==> src/rtl/exec_unit_mc.sv <==
// Execute stage: forwarded operands, single-cycle ALU/shift/rotate, iterative shift-add MUL, C/Z flags.
// Single-cycle ops register 1 cycle after accept, MUL after WIDTH cycles; in_ready drops while MUL runs.
module exec_unit_mc #(
   parameter  int WIDTH = 8,
   localparam int SHW   = $clog2(WIDTH)
) (
   input  logic             clk,
   input  logic             rst,
   input  logic             in_valid,
   output logic             in_ready,
   input  logic [3:0]       op,
   input  logic [WIDTH-1:0] r1,
   input  logic [WIDTH-1:0] r2,
   input  logic [WIDTH-1:0] imm,
   input  logic             b_imm_sel,
   input  logic [1:0]       a_fwd_sel,
   input  logic [1:0]       b_fwd_sel,
   input  logic [WIDTH-1:0] ex_mem_result,
   input  logic [WIDTH-1:0] mem_wb_result,
   input  logic [SHW-1:0]   shamt,
   input  logic             c_en,
   input  logic             z_en,
   input  logic             flush,
   output logic [WIDTH-1:0] result,
   output logic             out_valid,
   output logic             c_flag,
   output logic             z_flag
);

   localparam logic [3:0] OP_ADD = 4'd0,  OP_ADC = 4'd1,  OP_SUB = 4'd2,  OP_SBC = 4'd3;
   localparam logic [3:0] OP_AND = 4'd4,  OP_OR  = 4'd5,  OP_XOR = 4'd6,  OP_PSB = 4'd7;
   localparam logic [3:0] OP_SHL = 4'd8,  OP_SHR = 4'd9,  OP_ROL = 4'd10, OP_ROR = 4'd11;
   localparam logic [3:0] OP_MUL = 4'd12;

   typedef enum logic {IDLE, MUL_RUN} state_t;

   state_t             state, state_nxt;
   logic               accept, last_iter, cin;
   logic [WIDTH-1:0]   a_op, b_fwd, b_op;
   logic [WIDTH:0]     add_w, sub_w, shl_w, shr_w;
   logic [WIDTH-1:0]   rol_res, ror_res, alu_res;
   logic               alu_c, alu_wr;
   logic [2*WIDTH-1:0] mul_a, mul_acc, mul_acc_nxt;
   logic [WIDTH-1:0]   mul_b;
   logic [SHW-1:0]     mul_cnt;
   logic               cap_c_en, cap_z_en;

   function automatic logic [WIDTH-1:0] fwd_mux(input logic [1:0] sel, input logic [WIDTH-1:0] rf,
                                                input logic [WIDTH-1:0] exm, input logic [WIDTH-1:0] mwb);
      case (sel)
         2'b01:   return exm;
         2'b10:   return mwb;
         default: return rf;
      endcase
   endfunction

   assign a_op     = fwd_mux(a_fwd_sel, r1, ex_mem_result, mem_wb_result);
   assign b_fwd    = fwd_mux(b_fwd_sel, r2, ex_mem_result, mem_wb_result);
   assign b_op     = b_imm_sel ? imm : b_fwd;
   assign in_ready = (state == IDLE);
   assign accept   = in_valid & in_ready & ~flush;

   // Carry-in is the flag as it stands at the accept edge, so back-to-back ADC/SBC chain correctly.
   assign cin   = ((op == OP_ADC) || (op == OP_SBC)) & c_flag;
   assign add_w = {1'b0, a_op} + {1'b0, b_op} + {{WIDTH{1'b0}}, cin};
   assign sub_w = {1'b0, a_op} - {1'b0, b_op} - {{WIDTH{1'b0}}, cin};
   // The extra bit catches the last bit shifted out; a zero shift leaves it clear.
   assign shl_w = {1'b0, a_op} << shamt;
   assign shr_w = {a_op, 1'b0} >> shamt;

   always_comb begin
      rol_res = '0;
      ror_res = '0;
      for (int i = 0; i < WIDTH; i++) begin
         rol_res[i] = a_op[SHW'(SHW'(i) - shamt)];
         ror_res[i] = a_op[SHW'(SHW'(i) + shamt)];
      end
   end

   always_comb begin
      alu_res = '0;
      alu_c   = 1'b0;
      alu_wr  = 1'b1;
      case (op)
         OP_ADD, OP_ADC: {alu_c, alu_res} = add_w;
         OP_SUB, OP_SBC: {alu_c, alu_res} = sub_w;
         OP_AND:         alu_res = a_op & b_op;
         OP_OR:          alu_res = a_op | b_op;
         OP_XOR:         alu_res = a_op ^ b_op;
         OP_PSB:         alu_res = b_op;
         OP_SHL:         {alu_c, alu_res} = shl_w;
         OP_SHR:         {alu_res, alu_c} = shr_w;
         OP_ROL: begin
            alu_res = rol_res;
            alu_c   = (shamt != '0) & rol_res[0];
         end
         OP_ROR: begin
            alu_res = ror_res;
            alu_c   = (shamt != '0) & ror_res[WIDTH-1];
         end
         default:        alu_wr = 1'b0;
      endcase
   end

   assign mul_acc_nxt = mul_b[0] ? (mul_acc + mul_a) : mul_acc;
   assign last_iter   = (mul_cnt == SHW'(WIDTH - 1));

   always_comb begin
      state_nxt = state;
      case (state)
         IDLE:    if (accept && (op == OP_MUL)) state_nxt = MUL_RUN;
         MUL_RUN: if (flush || last_iter)       state_nxt = IDLE;
         default: state_nxt = IDLE;
      endcase
   end

   always_ff @(posedge clk or posedge rst) begin
      if (rst) begin
         state     <= IDLE;
         result    <= '0;
         out_valid <= 1'b0;
         c_flag    <= 1'b0;
         z_flag    <= 1'b0;
         mul_a     <= '0;
         mul_b     <= '0;
         mul_acc   <= '0;
         mul_cnt   <= '0;
         cap_c_en  <= 1'b0;
         cap_z_en  <= 1'b0;
      end else begin
         state     <= state_nxt;
         out_valid <= 1'b0;
         if (accept) begin
            cap_c_en <= c_en;
            cap_z_en <= z_en;
            if (op == OP_MUL) begin
               mul_a   <= {{WIDTH{1'b0}}, a_op};
               mul_b   <= b_op;
               mul_acc <= '0;
               mul_cnt <= '0;
            end else begin
               out_valid <= 1'b1;
               result    <= alu_res;
               if (alu_wr && c_en) c_flag <= alu_c;
               if (alu_wr && z_en) z_flag <= (alu_res == '0);
            end
         end else if ((state == MUL_RUN) && !flush) begin
            mul_acc <= mul_acc_nxt;
            mul_a   <= {mul_a[2*WIDTH-2:0], 1'b0};
            mul_b   <= {1'b0, mul_b[WIDTH-1:1]};
            mul_cnt <= mul_cnt + SHW'(1);
            // Final partial product is folded straight into the writeback.
            if (last_iter) begin
               out_valid <= 1'b1;
               result    <= mul_acc_nxt[WIDTH-1:0];
               if (cap_c_en) c_flag <= |mul_acc_nxt[2*WIDTH-1:WIDTH];
               if (cap_z_en) z_flag <= (mul_acc_nxt[WIDTH-1:0] == '0);
            end
         end
      end
   end

endmodule

==> config.mk <==
export PLATFORM = sky130hd
export DESIGN_NAME = exec_unit_mc
export DESIGN_NICKNAME = d
export VERILOG_FILES = /design/src/rtl/exec_unit_mc.sv
export SDC_FILE = /design/constraint.sdc
export NUM_CORES = 1
export LEC_CHECK = 0
export CORE_MARGIN = 2
export CORE_UTILIZATION = 32
export DETAILED_ROUTE_END_ITERATION = 16
export MAX_ROUTING_LAYER = met4
export SLEW_MARGIN = 40
export SYNTH_ARGS = -nofsm -noshare
export SYNTH_HDL_FRONTEND = slang
export SYNTH_SLANG_ARGS = --single-unit
==> constraint.sdc <==
create_clock -name clk -period 2.9 [get_ports clk]
set_input_delay 0.435 -clock clk [delete_from_list [all_inputs] [get_ports clk]]
set_output_delay 0.435 -clock clk [all_outputs]
set_load 0.005 [all_outputs]
**Yosys cells after proc, flatten, opt, wreduce, memory -nomap -nowiden**

Index checks and enable logic that the tools add are counted.
W data, S select, Z words.

- Bits in registers: 57
- Bits of input ports: 58
- Output and inout port bits: 12
- Logic and storage cells: 178

- $add $sub $neg: 21
- $lt $le $gt $ge: 16
- Equal/unequal tests: 21
- Shift operators: 2
- Multiplexer cells: 74
- Bitwise operators: 10
- Reduce and logical (&&, ||, !) cells: 23

Operator list:

| kind | count |
|---|---|
| $mux W16 | 7 |
| $pmux W8 S10 | 1 |
| $lt A3 B4 Y1 const B | 16 |
| $mux W8 | 8 |
| $bmux W1 S3 | 16 |
| $mux W1 | 35 |
| $pmux W8 S2 | 2 |
| $eq A4 B4 Y1 const B | 5 |
| $add A16 B16 Y16 | 1 |
| $eq A4 B3 Y1 const B | 4 |
| $logic_not A8 Y1 | 2 |
| $add A3 B3 Y3 const A | 4 |
| $reduce_or A12 Y1 | 1 |
| $sub A3 B3 Y3 const A | 4 |
| $reduce_and A5 Y1 | 2 |
| $add A8 B8 Y9 | 1 |
| $add A9 B1 Y9 | 1 |
| $mux W3 | 3 |
| $shl A8 B3 Y9 | 1 |
| $shr A9 B3 Y9 | 1 |
| $sub A8 B8 Y9 | 1 |
| $sub A9 B1 Y9 | 1 |
| $and A8 B8 Y8 | 1 |
| $eq A4 B2 Y1 const B | 2 |
| other kinds (27) | 47 |

**Longest topological paths before layout**

- Depth after elaboration: 10
- Mapped depth: 18
- Depth with buffers taken out: 17

**Worst setup path after synthesis**

Ideal clock, no wire load.

- Path kind: input to register
- From: input b_fwd_sel[0]
- To: register result[4]
- Library setup time: 118 ps
- Arrival: 3940 ps
- Required time: 2782 ps
- Path slack: -1158 ps
- Stages on the path: 17
- Path buffers: 1
- Cell sequence: inv_1 -> ha_1 -> clkbuf_1 -> a221oi_1 -> o31ai_1 -> xor2_1 -> ha_1 -> o21bai_1 -> fa_1 -> o21ai_0 -> nor2b_1 -> xnor2_1 -> a221oi_1 -> nand3_1 -> nor4b_2 -> a211oi_1 -> a21o_1

- Cells in the longest elaborated chain, start to end: 8
- Elaborated cells on any way between the ends: 14
- Classes of those cells: 4 x add/sub; 2 x eq/ne; 5 x mux; 3 x bitwise

Ends and longest elaborated chain:

| element | RTL line | RTL |
|---|---|---|
| start, declared | 17 | `input logic [1:0] b_fwd_sel,` |
| $eq A2 B2 Y1 or $eq A2 B1 Y1 (tied branches) | 50 | `case (sel)` |
| $pmux W8 S2 * | 50 |  |
| $mux W8 * | 59 | `assign b_op = b_imm_sel ? imm : b_fwd;` |
| $sub A8 B8 Y9 or $add A8 B8 Y9 (tied branches) | 66, 65 |  |
| $sub A9 B1 Y9 or $add A9 B1 Y9 (tied branches) | 66, 65 |  |
| $pmux W8 S10 * | 84 | `case (op)` |
| $mux W8 * | 136 | `if (op == OP_MUL) begin` |
| $mux W8 * | 133 | `if (accept) begin` |
| end signal, assigned | 143 | `result <= alu_res;` |
| end signal, assigned | 155 | `result <= mul_acc_nxt[WIDTH-1:0];` |
| end, declared | 24 | `output logic [WIDTH-1:0] result,` |

Mark *: on every way between the ends. The rest lies on a longest branch, timed or not. The select of a mux whose other input is x is not followed.
A chain may end at the register's enable or synchronous reset.

**Worst setup path after layout**

- From: input b_fwd_sel[1]
- To: register result[5]

Same word-level chain as after synthesis.

==> qor.txt <==
PWR
-----------------------------------------------------------------------------------------------------------------
Static leakage power                                                                                     4.518 nW
Worst vdd rail ir drop                                                                                  0.2727 mV
Ratio of total power to cell area                                                                    431.9 nW/um2

RUN STATUS
-----------------------------------------------------------------------------------------------------------------
Violations in the final reports                                                                      setup timing
Run status                                                                                           complete, but fails checks

TIMING
-----------------------------------------------------------------------------------------------------------------
Final-report max-slew violation count                                                                           0
Total negative setup slack                                                                              -2.949 ns
Final critical-path required period                                                                      3.313 ns
Final Hold Viols                                                                                                0
Headroom to the max-slew limit                                                                             50.35%
Setup violations, final                                                                                         9
Worst-margin pin slew                                                                                   0.7352 ns
Post-route setup slack                                                                                 -0.4132 ns
Period utilisation layout                                                                                  114.2%
Setup repair after global routing missed its margin                                                          true
Clock skew after layout                                                                               0.007068 ns
Maximum achievable frequency                                                                            301.8 MHz

SYNTH
-----------------------------------------------------------------------------------------------------------------
Synthesized netlist net count                                                                                 936
Largest family of logic cells by synthesized area                                                    compound AO/OA/AOI/OAI gates
Synthesized flop and latch total                                                                               57
Post-synthesis instance area                                                                             6837 um2
Synthesis warning total                                                                                         0
Top cells by instance count after synthesis                                                          nand2_1, nor2_1, o21ai_0
Share of synthesized flip-flops with an asynchronous set or reset                                          100.0%
Multiplexer fraction of the synthesized cell area                                                          11.80%
Synthesized-area fraction occupied by and/or/nand/nor cells                                                21.14%
EDFF count, synth                                                                                               0
Mean Syn Cell Area                                                                                      8.317 um2
Post-synth top flop                                                                                       dfrtp_1
Arithmetic-cell share of the synthesized area counting full adders, half adders and majority gates         10.69%
Fraction of synthesized cell area in xor and xnor cells                                                    2.818%
Post-synth cell types                                                                                          86
Area contributors post-synth                                                                         dfrtp_1, ha_1, nand2_1, mux4_2, o21ai_0
Leading cell type by number of instances after synthesis                                                  nand2_1
Synthesized-area fraction occupied by ao, oa, aoi and oai cells                                            25.11%
Proportion of synthesized chip area in sequential cells                                                    20.86%
Synthesized netlist cell count                                                                                822
Synth top area share                                                                                       20.86%
Cell type contributing the most total cell area after synthesis                                           dfrtp_1

FINAL LAYOUT
-----------------------------------------------------------------------------------------------------------------
Fraction of final layout cells sized beyond drive strength 1                                               39.33%
Layout Area Growth over Synthesis                                                                          53.15%
Filler cell count in the final layout                                                                       1,964
Diode insertion count for antenna repair                                                                        0
Nets                                                                                                        1,182

FLOORPLANNING
-----------------------------------------------------------------------------------------------------------------
Starting utilization of the core area                                                                      32.52%
DIE AREA                                                                                               22,550 um2
Cell Rows                                                                                                      53
I/O pin count                                                                                                  70
Area inside the core boundary                                                                          21,020 um2
Die H                                                                                                    150.2 um
Chip Width                                                                                               150.2 um

CLOCKING
-----------------------------------------------------------------------------------------------------------------
Sink Count                                                                                                     57
CTS clock-pin slew for the worst setup and hold paths                                                     0.05 ns
Bufs on Longest Clock Path                                                                                      2
Clock Latency Late Sink                                                                                   0.33 ns
Number of H-tree levels                                                                                         3
Cell chosen for the clock root                                                                          clkbuf_16
TritonCTS clock tree                                                                                          yes
Count of hold-fix buffers inserted at cts                                                                       0
Total clock buffers created by CTS                                                                              9

GLOBAL ROUTE
-----------------------------------------------------------------------------------------------------------------
Number of antenna violations at the first check in global routing                                               0
Number of global-route vias before repair                                                                   7,269
Aggregate global-route resource usage                                                                      22.25%
Largest net degree at the start of global routing                                                              58
Final global-route overflow total                                                                               0
Wire length of the first global-routing pass                                                             38.27 mm

PLACE
-----------------------------------------------------------------------------------------------------------------
Weighted congestion reported at the end of routability-driven placement                                    0.9194
Placed wire-length estimate                                                                              18.63 mm
Pre-CTS setup slack                                                                                     -1.355 ns
Number of port buffers                                                                                         69

DRT
-----------------------------------------------------------------------------------------------------------------
Average detailed-routed wire length per instance                                                         18.10 um
First-pass detailed-route iteration total                                                                       5
DRC violation count after routing                                                                               0
Drt first-iter violations                                                                                     520
Wire length reported by the detailed router                                                              24.40 mm
Antenna viol nets, final                                                                                        0
Number of vias per cell                                                                                     5.509
Routed via count                                                                                            7,426

CRITICAL PATH
-----------------------------------------------------------------------------------------------------------------
Launch point of the critical path                                                                    b_fwd_sel[1]
CP required                                                                                               3.12 ns
Worst path arrival time                                                                                   3.53 ns
Maximum net fanout on the critical path                                                                         8
Worst Setup End Kind                                                                                         flop
CP startpoint kind                                                                                     input port
Launch instance of the worst register-to-register path                                                     c_flag
Worst Path Class, Setup                                                                                 in -> reg

HOLD PATH
-----------------------------------------------------------------------------------------------------------------
Hold crit path type                                                                                   in -> async

JOB
-----------------------------------------------------------------------------------------------------------------
Max-capacitance violation count                                                                                 0

==> metrics by stage <==
stage / util, % / std cells / cell area [um2] / hold WS (ns) / power, mW
after global routing: 49.81 / 1348 / 10470 / 0.4579 / 4.789
final: 49.81 / 1348 / 10470 / 0.4389 / 4.522
after CTS: 48.17 / 1346 / 10130 / 0.4836 / 4.379
after floorplan: - / 822 / 7033 / 0.4492 / 2.116
after detailed placement: 43.24 / 1295 / 9090 / 0.4718 / 2.985
after global placement: 43.24 / 1295 / 9090 / 0.4649 / 2.966
==> cells by family after synthesis <==
| family | count (synthesis) |
|---|---|
| AO/OA/AOI/OAI | 246 |
| XOR/XNOR | 22 |
| adder cells (fa/ha/maj) | 56 |
| buffers and inverters | 93 |
| flip-flops | 57 |
| multiplexers | 55 |
| AND/OR/NAND/NOR | 293 |
==> worst max-delay path, cell delays in order <==
cell and delay (ns):
buf_6 0.09, buf_6 0.11, ha_4 0.27, a221oi_4 0.23, o31ai_4 0.11, buf_4 0.16
fa_2 0.34, a21o_1 0.21, a21oi_2 0.18, nor2b_1 0.08, mux2i_1 0.12, or4_1 0.53
a211oi_2 0.29, mux2i_1 0.11, mux2_4 0.27
==> final cells by class <==
class	count	area (um2)	share of cell area [%]
multi-input combinational	672	5797	55.37
timing repair buffer	290	2440	23.30
sequential	57	1426	13.62
tap	275	344.1	3.286
clock buffer	11	242.7	2.318
inverter	38	165.2	1.577
clock inverter	5	55.05	0.5258
==> path summary, 6_finish.rpt <==
check	to	slack, ns	depth (start not counted)
min in group clk	mul_b[1]	0.48	2
setup / recovery	result[5]	-0.41	15
max in group asynchronous	mul_acc[7]	1.98	4
hold / removal	mul_a[15]	0.44	3
hold reg to reg	mul_b[1]	0.48	2
setup reg to reg	result[5]	-0.17	13
==> layout by cell type (no fill, tap or decap), drive strengths merged, types with 7 or more instances in the layout <==
cell type      Yosys  final
a22o              10     10
mux2i             27     27
o21ai             65     65
ha                52     52
dlygate4sd2        0     11
clkbuf            44     11
a311oi             7      7
nand2             92     92
nand3             30     30
nor2              62     62
a211oi            13     13
a221oi            13     13
mux2              10     10
xor2               7      7
xnor2             15     15
nand2b            18     18
o211ai            10     10
a21o               8      8
dfrtp             57     57
a21oi             49     49
mux4              18     18
and2               9      9
nor3              23     23
clkdlybuf4s50      0     54
nor2b             16     16
inv               35     35
buf               11    225
==> flip-flops by register name, indices dropped and copies added, names as in the netlist <==
register,cells
mul_cnt,3
state,1
result,8
mul_b,8
c_flag,1
out_valid,1
z_flag,1
mul_a,16
cap_z_en,1
mul_acc,16
cap_c_en,1
==> metal layers <==
layer	routed length (um)	part of all wire (%)	global-route usage [%]	vias up
met1	10230	42	27.36	3541
li1	-	-	-	3556
met4	956	3.9	9.528	0
met5	0	0	-	-
met3	1151	4.7	2.455	70
met2	12060	49	37.10	259
==> repair_timing <==
item,4_1_cts,5_1_grt
setup endpoints to repair,10,10
resized for setup,116,67
setup buffers,36,7
hold endpoints to repair,0,0
gates cloned,0,0
pin swaps,45,47
==> power by group <==
part	internal, mW	switching (mW)	total, mW
sequential	0.892	0.0745	0.967
clock	0.684	0.366	1.05
combinational	1.30	1.20	2.51
(Power assumes the default switching activity.)
